<file path="config.mk">
export PLATFORM = sky130hd
export DESIGN_NAME = store_logger
export DESIGN_NICKNAME = d
export VERILOG_FILES = /design/src/rtl/store_logger_pkg.sv /design/src/rtl/sync_fifo.sv /design/src/rtl/store_logger.sv
export SDC_FILE = /design/constraint.sdc
export NUM_CORES = 1
export LEC_CHECK = 0
export BUFFER_PORTS_ARGS = -buffer_cell sky130_fd_sc_hd__buf_2
export CORE_MARGIN = 2
export CORE_UTILIZATION = 59
export DETAILED_ROUTE_END_ITERATION = 16
export PLACE_DENSITY = 0.81
export SYNTH_ARGS = -nofsm -noshare
export SYNTH_HDL_FRONTEND = slang
export SYNTH_SLANG_ARGS = --single-unit
</file>
<file path="constraint.sdc">
create_clock -name clk -period 3.21 [get_ports clk]
set_input_delay 0.321 -clock clk [delete_from_list [all_inputs] [get_ports clk]]
set_output_delay 0.321 -clock clk [all_outputs]
set_load 0.01 [all_outputs]
</file>
<file path="src/rtl/store_logger_pkg.sv">
// store_logger_pkg: shared defaults, entry type, halt FSM encoding.
// Holds the saturating helper used by the optional drop counter.
package store_logger_pkg;

  localparam int ADDR_W_DEF = 8;
  localparam int DATA_W_DEF = 8;
  localparam logic [ADDR_W_DEF-1:0] HALT_ADDR_DEF = 8'hFF;
  localparam int OVF_CNT_W = 8;

  typedef struct packed {
    logic [ADDR_W_DEF-1:0] addr;
    logic [DATA_W_DEF-1:0] data;
  } entry_t;

  typedef enum logic {
    ST_RUN    = 1'b0,
    ST_HALTED = 1'b1
  } state_e;

  function automatic logic [OVF_CNT_W-1:0] sat_inc(
    input logic [OVF_CNT_W-1:0] v
  );
    return (&v) ? v : v + OVF_CNT_W'(1);
  endfunction

endpackage

</file>
<file path="src/rtl/sync_fifo.sv">
// sync_fifo: single-clock FIFO, registered storage, separate occupancy.
// Ports: wr_en_i/wr_data_i, rd_en_i/rd_data_o, count_o, full_o, empty_o.
module sync_fifo #(
  parameter int DEPTH = 8,
  parameter int WIDTH = 16
) (
  input  logic                     clk,
  input  logic                     rst,
  input  logic                     wr_en_i,
  input  logic [WIDTH-1:0]         wr_data_i,
  input  logic                     rd_en_i,
  output logic [WIDTH-1:0]         rd_data_o,
  output logic [$clog2(DEPTH):0]   count_o,
  output logic                     full_o,
  output logic                     empty_o
);

  localparam int PW = $clog2(DEPTH);
  localparam int CW = PW + 1;

  logic [WIDTH-1:0] mem_q [DEPTH];
  logic [PW-1:0]    wr_ptr_q, wr_ptr_d;
  logic [PW-1:0]    rd_ptr_q, rd_ptr_d;
  logic [CW-1:0]    count_q, count_d;

  // Pointers wrap for free since DEPTH is a power of two.
  always_comb begin
    wr_ptr_d = wr_ptr_q;
    rd_ptr_d = rd_ptr_q;
    count_d  = count_q;
    if (wr_en_i) wr_ptr_d = wr_ptr_q + PW'(1);
    if (rd_en_i) rd_ptr_d = rd_ptr_q + PW'(1);
    unique case ({wr_en_i, rd_en_i})
      2'b10:   count_d = count_q + CW'(1);
      2'b01:   count_d = count_q - CW'(1);
      default: count_d = count_q;
    endcase
  end

  always_ff @(posedge clk or posedge rst) begin
    if (rst) begin
      wr_ptr_q <= '0;
      rd_ptr_q <= '0;
      count_q  <= '0;
    end else begin
      wr_ptr_q <= wr_ptr_d;
      rd_ptr_q <= rd_ptr_d;
      count_q  <= count_d;
    end
  end

  always_ff @(posedge clk) begin
    if (wr_en_i) mem_q[wr_ptr_q] <= wr_data_i;
  end

  assign rd_data_o = mem_q[rd_ptr_q];
  assign count_o   = count_q;
  assign full_o    = (count_q == CW'(DEPTH));
  assign empty_o   = (count_q == '0);

endmodule

</file>
<file path="src/rtl/store_logger.sv">
// store_logger: queues processor stores for draining, flags program halt.
// Optional drop counter ovf_cnt enabled by STORE_LOG_OVF_CNT_EN.
module store_logger
  import store_logger_pkg::*;
#(
  parameter int DEPTH = 8,
  parameter int ADDR_W = ADDR_W_DEF,
  parameter int DATA_W = DATA_W_DEF,
  parameter logic [ADDR_W-1:0] HALT_ADDR = ADDR_W'(HALT_ADDR_DEF)
) (
  input  logic                   clk,
  input  logic                   rst,
  input  logic [ADDR_W-1:0]      rw_addr,
  input  logic [DATA_W-1:0]      w,
  input  logic                   w_en,
  output logic                   out_valid,
  input  logic                   out_ready,
  output logic [ADDR_W-1:0]      out_addr,
  output logic [DATA_W-1:0]      out_data,
  output logic [$clog2(DEPTH):0] count,
  output logic                   full,
  output logic                   overflow,
`ifdef STORE_LOG_OVF_CNT_EN
  output logic [OVF_CNT_W-1:0]   ovf_cnt,
`endif
  output logic                   halted
);

  typedef struct packed {
    logic [ADDR_W-1:0] addr;
    logic [DATA_W-1:0] data;
  } ent_t;

  ent_t   wr_ent, rd_ent;
  logic   push, pop, accept, drop, halt_hit;
  logic   empty;
  state_e state_q, state_d;
  logic   overflow_q, overflow_d;

  assign push     = w_en & ~halted;
  assign pop      = out_valid & out_ready;
  // Full FIFO still takes a store if the head leaves this cycle.
  assign accept   = push & (~full | pop);
  assign drop     = push & full & ~pop;
  assign halt_hit = push & (rw_addr == HALT_ADDR);

  assign wr_ent.addr = rw_addr;
  assign wr_ent.data = w;

  sync_fifo #(
    .DEPTH (DEPTH),
    .WIDTH ($bits(ent_t))
  ) u_fifo (
    .clk       (clk),
    .rst       (rst),
    .wr_en_i   (accept),
    .wr_data_i (wr_ent),
    .rd_en_i   (pop),
    .rd_data_o (rd_ent),
    .count_o   (count),
    .full_o    (full),
    .empty_o   (empty)
  );

  assign out_valid = ~empty;
  assign out_addr  = rd_ent.addr;
  assign out_data  = rd_ent.data;

  always_ff @(posedge clk or posedge rst) begin
    if (rst) state_q <= ST_RUN;
    else     state_q <= state_d;
  end

  // A dropped halt store still ends the program.
  always_comb begin
    state_d = state_q;
    unique case (state_q)
      ST_RUN:    if (halt_hit) state_d = ST_HALTED;
      ST_HALTED: state_d = ST_HALTED;
      default:   state_d = ST_RUN;
    endcase
  end

  always_comb begin
    halted = (state_q == ST_HALTED);
  end

  assign overflow_d = overflow_q | drop;

  always_ff @(posedge clk or posedge rst) begin
    if (rst) overflow_q <= 1'b0;
    else     overflow_q <= overflow_d;
  end

  assign overflow = overflow_q;

`ifdef STORE_LOG_OVF_CNT_EN
  logic [OVF_CNT_W-1:0] ovf_cnt_q, ovf_cnt_d;

  assign ovf_cnt_d = drop ? sat_inc(ovf_cnt_q) : ovf_cnt_q;

  always_ff @(posedge clk or posedge rst) begin
    if (rst) ovf_cnt_q <= '0;
    else     ovf_cnt_q <= ovf_cnt_d;
  end

  assign ovf_cnt = ovf_cnt_q;
`endif

endmodule

</file>
Word-level counts from Yosys, hierarchy flattened
Memories as Yosys holds them, arrays and structs flattened.
Cells that the tools add are included.
W data, S select, Z words.

storage, ports and cells
  flip-flop bits (word level) = 12
  RAM bits = 128
  bits of input ports = 20
  output and inout bits = 24
  memories = 1

operators by class
  add/subtract/negate cells = 4
  equal/unequal tests = 4
  mux-type cells = 5
  bitwise gates (word level) = 12
  reduce and logical (&&, ||, !) cells = 2

memories
  name          words  bits a word  read ports  clocked after Yosys merged registers in  wr ports  line             source
  u_fifo.mem_q  8      16           1           0                                        1         sync_fifo.sv:21  logic [WIDTH-1:0] mem_q [DEPTH];

operators by type and width
  operator               count
  $eq A8 B8 Y1 const B   1
  $pmux W4 S2            1
  $add A3 B1 Y3 const B  2
  $and A1 B1 Y1          6
  $add A4 B1 Y4 const B  1
  $eq A4 B4 Y1 const B   1
  $logic_not A4 Y1       1
  $not A1 Y1             4
  $sub A4 B1 Y4 const B  1
  $mux W1                3
  $eq A2 B1 Y1 const B   1
  $eq A2 B2 Y1 const B   1
  $or A1 B1 Y1           2
  $pmux W1 S2            1
  $reduce_bool A2 Y1     1

Depth between registers and ports, before layout
Gate-level depths: netlist of run 1.

  word-level depth = 7
  depth in mapped cells = 10
  gate-level depth less buffers = 9

Cells and area by module
From an unflattened synthesis of run 1, not the netlist that was laid out.

second synthesis, totals
  cells, all modules = 260
  area, all modules = 5670.4 sq um

by module, submodules not included
  module        times used  cells an instance  area an instance (sq um)
  sync_fifo     1           247                5537.8
  store_logger  1           13                 132.6

Worst setup path after synthesis of run 1
OpenSTA, ideal clock, no wires.

  path type = reg-to-reg
  start point = reg state_q (netlist: halted)
  end point = mem u_fifo.mem_q[0][0] (enable)
  library setup time = 0.430 ns
  arrival = 2.465 ns
  required time = 2.780 ns
  setup slack = 0.315 ns
  stages on the path, launching flop included = 4
  cell sequence = dfrtp_1 -> nor2b_1 -> o21ai_4 -> nor4_1

between the ends
  longest elaborated chain between the ends = 5

RTL lines
  item                           line                source
  from (decl)                    store_logger.sv:37  state_e state_q, state_d;
  from (signal assigned)         store_logger.sv:71  else state_q <= state_d;
  $not A1 Y1                     -
  $and A1 B1 Y1                  store_logger.sv:40  assign push = w_en & ~halted;
  $and A1 B1 Y1                  store_logger.sv:43  assign accept = push & (~full | pop);
  $mux W1                        sync_fifo.sv:53     if (wr_en_i) mem_q[wr_ptr_q] <= wr_data_i;
  $mux W1 (implied by the code)  sync_fifo.sv:53
  to (decl)                      sync_fifo.sv:21

Every way passes these cells.

Worst setup path after layout of run 1
  start point = reg u_fifo.count_q[0] (netlist: u_fifo.count_o[0])
  end point = reg u_fifo.count_q[3] (netlist: u_fifo.count_o[3])

between the ends
  longest elaborated chain between the ends = 7

RTL lines
  item                                               line                source
  from (decl)                                        sync_fifo.sv:24     logic [CW-1:0] count_q, count_d;
  from (signal assigned)                             sync_fifo.sv:48     count_q <= count_d;
  $logic_not A4 Y1                                   sync_fifo.sv:59     assign empty_o = (count_q == '0);
  $not A1 Y1                                         store_logger.sv:65  assign out_valid = ~empty;
  $and A1 B1 Y1                                      store_logger.sv:41  assign pop = out_valid & out_ready;
  $or A1 B1 Y1                                       store_logger.sv:43
  $and A1 B1 Y1                                      store_logger.sv:43
  $eq A2 B1 Y1 or $eq A2 B2 Y1 (tied branches)       sync_fifo.sv:33     unique case ({wr_en_i, rd_en_i})
  $pmux W4 S2 or $reduce_bool A2 Y1 (tied branches)  -

Parallel ways exist; a longest one is shown, timed or not.
A chain may end at the register's enable or synchronous reset.

==> results of run 1 <==
-- worst max-delay path, stage by stage (launching register included) --
cell and delay [ns]:
dfrtp_1 0.47, or4b_4 0.62, o21ai_4 0.31, ha_1 0.33, or3b_2 0.49, a2111oi_0 0.42
o221ai_1 0.15
-- state kept, by name, indices dropped and copies added (netlist names) --
signal	cells
overflow	1
u_fifo.rd_ptr_q	3
u_fifo.mem_q	128
u_fifo.count_o	4
halted	1
u_fifo.wr_ptr_q	3
-- what timing repair did --
item,in CTS,in global routing
setup buffers,0,0
hold buffers,1,0
endpoints found under the hold margin,12,0
-- final timing paths --
check,to,slack [ns],cells after the start
worst max-delay path,u_fifo.count_o[3]$_DFFE_PP0P_,0.28,6
worst min-delay path,u_fifo.mem_q[2][7]$_DFFE_PP_,0.06,1
worst max register to register,u_fifo.count_o[3]$_DFFE_PP0P_,0.28,6
worst min register to register,overflow$_DFF_PP0_,0.48,1
max in group asynchronous,u_fifo.rd_ptr_q[0]$_DFFE_PP0P_,2.48,3
min in group asynchronous,halted$_DFF_PP0_,0.36,3
-- cell type report --
class / count / share of cell area
Clock inverter: 15 / 0.02187
Multi-Input combinational cell: 100 / 0.2066
Inverter: 5 / 0.002877
Clock buffer: 17 / 0.06350
Sequential cell: 140 / 0.6355
Tap cell: 111 / 0.02129
Timing Repair Buffer: 56 / 0.04834
-- power by group through the flow --
stage          registers (mW)  clock network, mW  logic (mW)
6_report                 2.52               1.81        1.76
5_1_grt                  2.56               1.92        1.90
4_1_cts                  2.53               1.83        1.80
3_5_place_dp             2.55                  0        1.78
3_3_place_gp             2.53                  0        1.74
2_1_floorplan            2.47                  0        1.29
-- cell usage after synthesis, types with 2 or more instances --
cell,n
a21o_1,2
buf_2,4
buf_6,2
clkbuf_1,6
dfrtp_1,12
edfxtp_1,128
ha_1,5
inv_1,5
mux2_2,18
mux4_2,32
nand2_1,2
nand2b_1,2
nor2_1,5
nor2b_1,2
nor3_1,4
o211ai_1,2
xnor2_1,6
-- logic make-up (layout without fill, tap and decap cells) --
kind of cell,after synthesis,after routing
flip-flops,140,140
multiplexers,52,52
AND/OR/NAND/NOR,25,25
buffers and inverters,18,93
AO/OA/AOI/OAI,11,11
XOR/XNOR,7,7
adder cells (fa/ha/maj),5,5
-- metal layers --
metal | wire (microns) | up-vias
li1 | - | 1192
met4 | 110 | 0
met3 | 493 | 9
met2 | 5580 | 86
met5 | 0 | -
met1 | 4004 | 1363
==> impl_metrics.toml, run 1 <==
[status]
status = "complete, no violations"

[flow_run]
cap_violations = 0

[global_route]
grt_util_met1 = 0.2719
grt-busiest-layer = "met2"
grt_pass1_wl_microns = 15550
grt_util_met2 = 0.3744
grt_pass1_vias = 2758
track_usage = 0.2196
use_met3 = 0.06935
overflow = 0
antenna_found_initial = 0
grt_start_max_net_pins = 35

[final_layout]
layout_common_cells = "128 x edfxtp_1, 43 x buf_2, 32 x mux4_2, 18 x mux2_2, 16 x clkbuf_16"
fillers = 546
multi_input_area_sq_mm = 0.001348
final_common_cell = "edfxtp_1"
layout.cells.non_filler = 444
drive_above_1_share = 0.4474
finalInstanceArea_sq_mm = 0.006523
areaGrowthSynthToFinish_pct = 17.46
postLayoutCoreUtil = 0.7093
final-seq-area_sq_mm = 0.004145
nNetsFinal = 345
antenna_cells = 0

[clock_tree]
clk_latency_ns = 0.52
clk_pin_slew_ns = 0.07
cts_tree = "yes"
cts_made_buffers = 17
h-tree-depth = 4
cts-root-buf = "clkbuf_8"
cts.sinks = 140
cts.repair.resized = 0
cts_buffer_depth = 2

[power]
power_density_mw_per_mm2 = 934.4
intPower_mw = 4.219
pwr-share-comb = 0.289
total_power_mw = 6.094
switching_share = 0.3078
p_clk_frac = 0.297
switchingPower_mw = 1.876
ir_drop_mv = 0.3765
seq_power_share = 0.414
p_leak_nw = 2.277

[sta]
fin_ws_ns = 0.2832
setup-tns-final_ns = 0
fin_crit_ns = 2.927
timing.fmax_mhz = 341.7
final_max_slew_viol_count = 0
hold_ws_ns = 0.06180
hold_viol_final = 0
setup_viol = 0
finClkSkew_ns = 0.01666
tightestPinTransition_ns = 0.9207
rsz0062_at_grt = "no"
finalCritPeriodShare = 0.9118
relSlewSlack = 0.3862

[yosys]
synth_fa_ha_area_frac = 0.01127
synthTopCellsByArea = "edfxtp_1 69%, mux4_2 13%, dfrtp_1 5.4%, mux2_2 3.7%, ha_1 1.1%"
synth_top_family_by_area = "multiplexers"
netlist_area_sq_mm = 0.005553
ys_warn_count = 0
ys_seq_area_frac = 0.7463
synth_top_cell_by_area = "edfxtp_1"
syn-mean-instance-area_sq_um = 21.52
synthMuxAreaShare = 0.1708
syn_nets = 283
synth_seq_cells = 140
synth-simple-area-share = 0.02772
yosys_most_used_dff = "edfxtp_1"
netlist_instances = 258
synth_xor_xnor_area_share = 0.01104
synth.distinct_cells = 38
synth_top_area_share = 0.6922
synth_compound_area_frac = 0.01712
synth_edf_count = 128
async_flop_share = 0.08571

[floorplanning]
row_count = 35
dieArea_sq_mm = 0.01020
ios = 44
core_area_sq_mm = 0.009196
start_util = 0.6038
die_h_microns = 101.0
die_w_microns = 101.0

[worst_setup_path]
r2r_start = "u_fifo.count_o[0]$_DFFE_PP0P_"
required_ns = 3.60
cp-end-kind = "flop"
startpoint = "u_fifo.count_o[0]$_DFFE_PP0P_"
cp-start-kind = "flop"
worstSetupPathType = "reg -> reg"
worstPathArrival_ns = 3.31
path_max_fanout = 8

[detailed_routing]
wirelength_microns = 10190
drc = 0
ant_nets = 0
routedWlPerCell_microns = 22.95
dr.pass1.iters = 4
vias_per_cell = 5.968
drtIter0Drc = 200
via_count = 2650

[placed_design]
pre_cts_slack_ns = 0.3132
place.gp.congestion = 0.8118
io_buffers = 43
placed_area_sq_mm = 0.005956
dpl.cell_count = 411
hpwl_microns = 5745

[min_path]
min_from = "w[7]"
hp-class = "in -> reg"
Power figures use the tool's default switching activity.
==> run 2, diff against run 1 <==
- ABC_CLOCK_PERIOD_IN_PS: unset -> 3210
- SETUP_SLACK_MARGIN: unset -> 0.5
==> run 2 against run 1 <==
Global-route usage is 0.55 points higher. Sequential cell count stayed put. First-iteration DRC count is 22% lower. Cell area is 1.6% higher. Largest power group unchanged.
==> impl_metrics.toml, run 2 (synthesis results as in run 1) <==
[placed_design]
hpwl_microns = 5949
place.gp.congestion = 0.8717
io_buffers = 43

[worst_setup_path]
cpPeakStageDelay_ns = 0.59
critPathSlowestCell = "or4b_4"
cp-end-kind = "flop"
worstPathCellList = "or4b_4, o21ai_4, ha_4, or3b_2, a2111oi_2, o221ai_1"
worst-path-buf-inv = 0
worstSetupPathType = "reg -> reg"
worstPathArrival_ns = 2.96
cp-start-kind = "flop"
required_ns = 3.59
reg2reg_to = "u_fifo.count_o[3]$_DFFE_PP0P_"
r2r_cells = 6
cpLargestDelayFamily = "simple AND/OR/NAND/NOR gates"
cp.depth = 6
r2r_start = "u_fifo.count_o[2]$_DFFE_PP0P_"
rrSetupSlack_ns = 0.62
path_max_fanout = 8

[power]
pwr-share-comb = 0.289
switching_share = 0.2916
intPower_mw = 4.468
ir_drop_mv = 0.5629
p_leak_nw = 2.290
p_clk_frac = 0.306
switchingPower_mw = 1.839
power_density_mw_per_mm2 = 951.8
seq_power_share = 0.405
total_power_mw = 6.307

[floorplanning]
ios = 44
core_area_sq_mm = 0.009196
start_util = 0.6038
die_h_microns = 101.0
dieArea_sq_mm = 0.01020
die_w_microns = 101.0
row_count = 35

[clock_tree]
clk_pin_slew_ns = 0.06
cts.sinks = 140
clk_latency_ns = 0.52
cts-root-buf = "clkbuf_8"
h-tree-depth = 4
cts_made_buffers = 17
cts_tree = "yes"
cts_buffer_depth = 2

[flow_run]
cap_violations = 0

[detailed_routing]
routedWlPerCell_microns = 23.33
drc = 0
wirelength_microns = 10380
ant_nets = 0
wl_met3_microns = 573
drtIter0Drc = 157
via_count = 2748
vias_per_cell = 6.175
wl_met2_microns = 5289
drt-met1-wl_microns = 4375
dr.pass1.iters = 4
top_layer_used = "met4"

[final_layout]
layout_common_cells = "128 x edfxtp_1, 43 x buf_2, 32 x mux4_2, 18 x mux2_2, 16 x clkbuf_16"
postLayoutCoreUtil = 0.7205
antenna_cells = 0
largest_reg_flops = 128
drive_above_1_share = 0.4521
nNetsFinal = 346
final_common_cell = "edfxtp_1"
regMostFlops = "u_fifo.mem_q"
areaGrowthSynthToFinish_pct = 19.33

[sta]
setup_viol = 0
setup-tns-final_ns = 0
hold_viol_final = 0
tightestPinTransition_ns = 0.9294
finClkSkew_ns = 0.008600
fin_crit_ns = 2.589
final_max_slew_viol_count = 0
rsz0062_at_grt = "no"
timing.fmax_mhz = 386.3
relSlewSlack = 0.3781
finalCritPeriodShare = 0.8065

[global_route]
antenna_found_initial = 0
overflow = 0
grt_pass1_vias = 2843
track_usage = 0.2251
grt_pass1_wl_microns = 16040
grt_start_max_net_pins = 35

[min_path]
whs_endpoint = "u_fifo.mem_q[1][7]$_DFFE_PP_"
min_from = "w[7]"
hp-class = "in -> reg"
min_path_cells = 1

[status]
status = "complete, no violations"
[run 2: area by class of cell]
cell class	count	area, sq um
flip-flops and latches	140	4149
fillers	539	2570
multi-input cells	100	1384
clock buffers	19	421.7
repair buffers	57	347.8
clock inverters	13	166.4
well taps	111	138.9
inverters	5	18.77
[run 2: per-layer routing]
metal	global-route usage	vias up
met1	0.3113	1422
met3	0.05756	17
met5	0	-
li1	-	1191
met4	0.09148	0
met2	0.3492	118
[run 2: power by group through the flow]
stage | registers (mW) | clock network (mW) | logic, mW
after floorplan | 2.47 | 0 | 1.32
after global placement | 2.61 | 0 | 1.70
after detailed placement | 2.63 | 0 | 1.74
after CTS | 2.55 | 1.94 | 1.86
after global routing | 2.58 | 2.02 | 1.99
final | 2.55 | 1.93 | 1.82
[run 2: what timing repair did]
| action | 4_1_cts | 5_1_grt |
|---|---|---|
| pin swaps | 1 | 0 |
| gates resized for setup | 1 | 1 |
| hold buffers | 1 | 0 |
| endpoints found under the hold margin | 12 | 0 |
| setup buffers | 2 | 0 |
| setup endpoints to repair | 10 | 1 |
[run 2: metrics by stage]
step / std cells / setup slack [ns] / cell area (sq um) / hold WS [ns]
6_report: 445 / 0.6211 / 6626 / 0.07382
5_1_grt: 445 / 0.5136 / 6626 / 0.07016
4_1_cts: 445 / 0.6120 / 6625 / 0.05223
3_5_place_dp: 410 / 0.3758 / 5997 / 0.3549
3_3_place_gp: 410 / 0.4577 / 5997 / 0.3593
2_1_floorplan: 258 / 0.5037 / 5597 / 0.1857
[run 2: how the worst max path moves through the flow]
stage / slack, ns / startpoint / endpoint
after detailed placement: 0.38 / u_fifo.count_o[0]$_DFFE_PP0P_ / u_fifo.count_o[3]$_DFFE_PP0P_
after floorplan: 0.50 / u_fifo.count_o[1]$_DFFE_PP0P_ / u_fifo.count_o[3]$_DFFE_PP0P_
after global placement: 0.46 / u_fifo.count_o[0]$_DFFE_PP0P_ / u_fifo.count_o[3]$_DFFE_PP0P_
after global routing: 0.51 / u_fifo.count_o[2]$_DFFE_PP0P_ / u_fifo.count_o[3]$_DFFE_PP0P_
final: 0.62 / u_fifo.count_o[2]$_DFFE_PP0P_ / u_fifo.count_o[3]$_DFFE_PP0P_
after CTS: 0.61 / u_fifo.count_o[0]$_DFFE_PP0P_ / u_fifo.count_o[3]$_DFFE_PP0P_
==> run 3, diff against run 2 <==
- ABC_AREA: unset -> 1
- ABC_CLOCK_PERIOD_IN_PS: 3210 -> 2500
- PLACE_DENSITY: 0.81 -> 0.8
- clock period: 3.21 -> 2.5 ns (I/O delays scaled with it)
==> run 3 against run 2 <==
Routed wire length increased by 42%. Area after synthesis rose by 4.1%. Critical path depth is 3 higher. Die area rose by 3.9%. Combinational power is 95% higher. Cell count grew 62%. Largest cell class unchanged. Register-to-register slack lost 0.14 ns. Clock skew shrank 0.0016 ns. Synthesized cell count increased by 89%. Clock-buffer cell count is the same.
==> impl_metrics.toml, run 3 <==
[sta]
timing.fmax_mhz = 448.3
rsz0062_at_grt = "yes"
final_max_slew_viol_count = 0
setup_viol = 0
fin_crit_ns = 2.231
finalCritPeriodShare = 0.8923
finClkSkew_ns = 0.006980
setup-tns-final_ns = 0
fin_ws_ns = 0.2691
hold_ws_ns = 0.009960
tightestPinTransition_ns = 0.4727
relSlewSlack = 0.6845
hold_viol_final = 0

[power]
p_leak_nw = 2.760
power_density_mw_per_mm2 = 1154
ir_drop_mv = 0.7708

[min_path]
min_path_cells = 1
hp-class = "in -> reg"
whs_endpoint = "u_fifo.mem_q[7][9]$_DFFE_PP_"
min_from = "rw_addr[1]"

[yosys]
synthMuxAreaShare = 0
yosysMostFrequentCell = "edfxtp_1"
syn_nets = 513
synth_top_cell_by_area = "edfxtp_1"
ys_warn_count = 0
synth_compound_area_frac = 0.08939
synthTopCellsByArea = "edfxtp_1 66%, nor2_1 6.9%, o21ai_0 6.1%, dfrtp_1 5.2%, nand2_1 4.9%"
netlist_area_sq_mm = 0.005781
synth_xor_xnor_area_share = 0.009091
synth-simple-area-share = 0.1366
synth_edf_count = 128
syn-mean-instance-area_sq_um = 11.85
async_flop_share = 0.08571
synth_top_family_by_area = "simple AND/OR/NAND/NOR gates"
netlist_instances = 488
synth_seq_cells = 140
synth_fa_ha_area_frac = 0.01082
synth.distinct_cells = 28
synthTopCellsByCount = "128 x edfxtp_1, 107 x nor2_1, 75 x nand2_1"
ys_seq_area_frac = 0.7169
yosys_most_used_dff = "edfxtp_1"
synth_top_area_share = 0.6649

[final_layout]
regMostFlops = "u_fifo.mem_q"
final_common_cell = "edfxtp_1"
areaGrowthSynthToFinish_pct = 27.06
largest_reg_flops = 128
antenna_cells = 0
nNetsFinal = 599
layout_common_cells = "128 x edfxtp_1, 79 x nor2_1, 72 x nand2_1, 58 x o21ai_1, 41 x buf_2"
layout.cells.non_filler = 719
drive_above_1_share = 0.2867

[worst_setup_path]
worstPathCellList = "buf_6, clkbuf_16, nor2_2, nor2_1, o21ai_0, o21ai_0, nand2_1, nand2_1, buf_2"
rrSetupSlack_ns = 0.48
reg2reg_to = "u_fifo.count_o[2]$_DFFE_PP0P_"
r2r_cells = 11
critPathSlowestCell = "dfrtp_2"
worst-path-buf-inv = 3
cp-start-kind = "flop"
cp-end-kind = "output port"
cpPeakStageDelay_ns = 0.45
path_max_fanout = 8
worstPathArrival_ns = 1.98
required_ns = 2.25
r2r_start = "u_fifo.count_o[1]$_DFFE_PP0P_"
cpLargestDelayFamily = "buffers and inverters"
worstSetupPathType = "reg -> out"

[clock_tree]
cts.sinks = 140
clk_pin_slew_ns = 0.06
cts_tree = "yes"
cts-root-buf = "clkbuf_8"
h-tree-depth = 4
cts_buffer_depth = 2
cts_made_buffers = 17
clk_latency_ns = 0.52

[global_route]
antenna_found_initial = 0
grt_start_max_net_pins = 43
grt_pass1_vias = 3859
grt_util_met1 = 0.3058
grt_pass1_wl_microns = 19060
use_met3 = 0.06576
grt_util_met2 = 0.4311
track_usage = 0.2510
overflow = 0
grt-busiest-layer = "met2"

[detailed_routing]
vias_per_cell = 5.878
drc = 0
ant_nets = 0
drtIter0Drc = 451
via_count = 4226
wirelength_microns = 14730
dr.pass1.iters = 5
routedWlPerCell_microns = 20.49

[floorplanning]
core_area_sq_mm = 0.009639
die_w_microns = 103.0
start_util = 0.5997
ios = 44
die_h_microns = 103.0
dieArea_sq_mm = 0.01060
row_count = 36

[placed_design]
place.gp.congestion = 0.8063
pre_cts_slack_ns = 0.4289
dpl.cell_count = 657
io_buffers = 43
hpwl_microns = 6574

[flow_run]
cap_violations = 0

[status]
status = "complete, no violations"
[run 3: cell types whose count changed in the layout (fill, tap and decap cells not counted), moves of 6 or more]
| cell | change |
|---|---|
| o21ai_2 | +6 |
| dlygate4sd3_1 | +6 |
| nor2_1 | +74 |
| buf_4 | +14 |
| mux4_2 | -32 |
| nand2_1 | +71 |
| nor2_2 | +18 |
| o21ai_0 | +34 |
| mux2_2 | -18 |
| nor2_4 | +12 |
| o21ai_1 | +58 |
[run 3: layout make-up]
type                    count  area [sq um]
flip-flops and latches    140          4145
clock inverters            12         101.3
clock buffers              19         421.7
repair buffers             91         813.3
multi-input cells         308          1622
fillers                   568          2295
well taps                 133         166.4
inverters                  16         75.07
[run 3: through the flow]
stage,power [mW],util,area (sq um)
2_1_floorplan,4.419,-,5781
3_3_place_gp,4.915,0.6368,6138
3_5_place_dp,5.028,0.6368,6138
4_1_cts,7.584,0.7155,6897
5_1_grt,8.875,0.7619,7345
6_report,8.472,0.7619,7345
[run 3: kinds of logic (layout without fill, tap and decap cells)]
| logic type | after synthesis | in the layout |
|---|---|---|
| and+or+nand+nor | 195 | 195 |
| AOI/OAI and AO/OA | 102 | 102 |
| adders and majority gates | 5 | 5 |
| DFF | 140 | 140 |
| buffers and inverters | 40 | 138 |
| xor gates and xnor gates | 6 | 6 |
[run 3: timing repair]
action / 4_1_cts / 5_1_grt
pin swaps: 1 / 27
endpoints found under the hold margin: 47 / 0
hold buffers: 7 / 0
endpoints found under the setup margin: 17 / 17
buffers inserted: 4 / 11
gates resized for setup: 26 / 94
cloned: 2 / 7
[run 3: per-layer routing]
metal	wire length, microns	vias up
li1	-	1872
met1	5316	2058
met2	7624	261
met3	1403	35
met4	388	0
met5	0	-
[run 3: worst max path at each step]
stage / depth (start not counted) / endpoint / slack (ns) / start
after floorplan: 8 / u_fifo.mem_q[0][0]$_DFFE_PP_ / 0.41 / u_fifo.count_o[2]$_DFFE_PP0P_
after global placement: 13 / u_fifo.count_o[2]$_DFFE_PP0P_ / 0.52 / u_fifo.count_o[0]$_DFFE_PP0P_
after detailed placement: 13 / u_fifo.count_o[2]$_DFFE_PP0P_ / 0.43 / u_fifo.count_o[0]$_DFFE_PP0P_
after CTS: 7 / out_addr[5] / 0.37 / u_fifo.rd_ptr_q[0]$_DFFE_PP0P_
after global routing: 9 / out_addr[4] / 0.19 / u_fifo.rd_ptr_q[0]$_DFFE_PP0P_
final: 9 / out_data[6] / 0.27 / u_fifo.rd_ptr_q[0]$_DFFE_PP0P_
[run 3: where the power goes]
group	leakage [nW]	internal (mW)	switching [mW]
Combinational	1.22	1.48	2.07
Sequential	1.29	2.62	0.0730
Clock	0.250	1.30	0.928
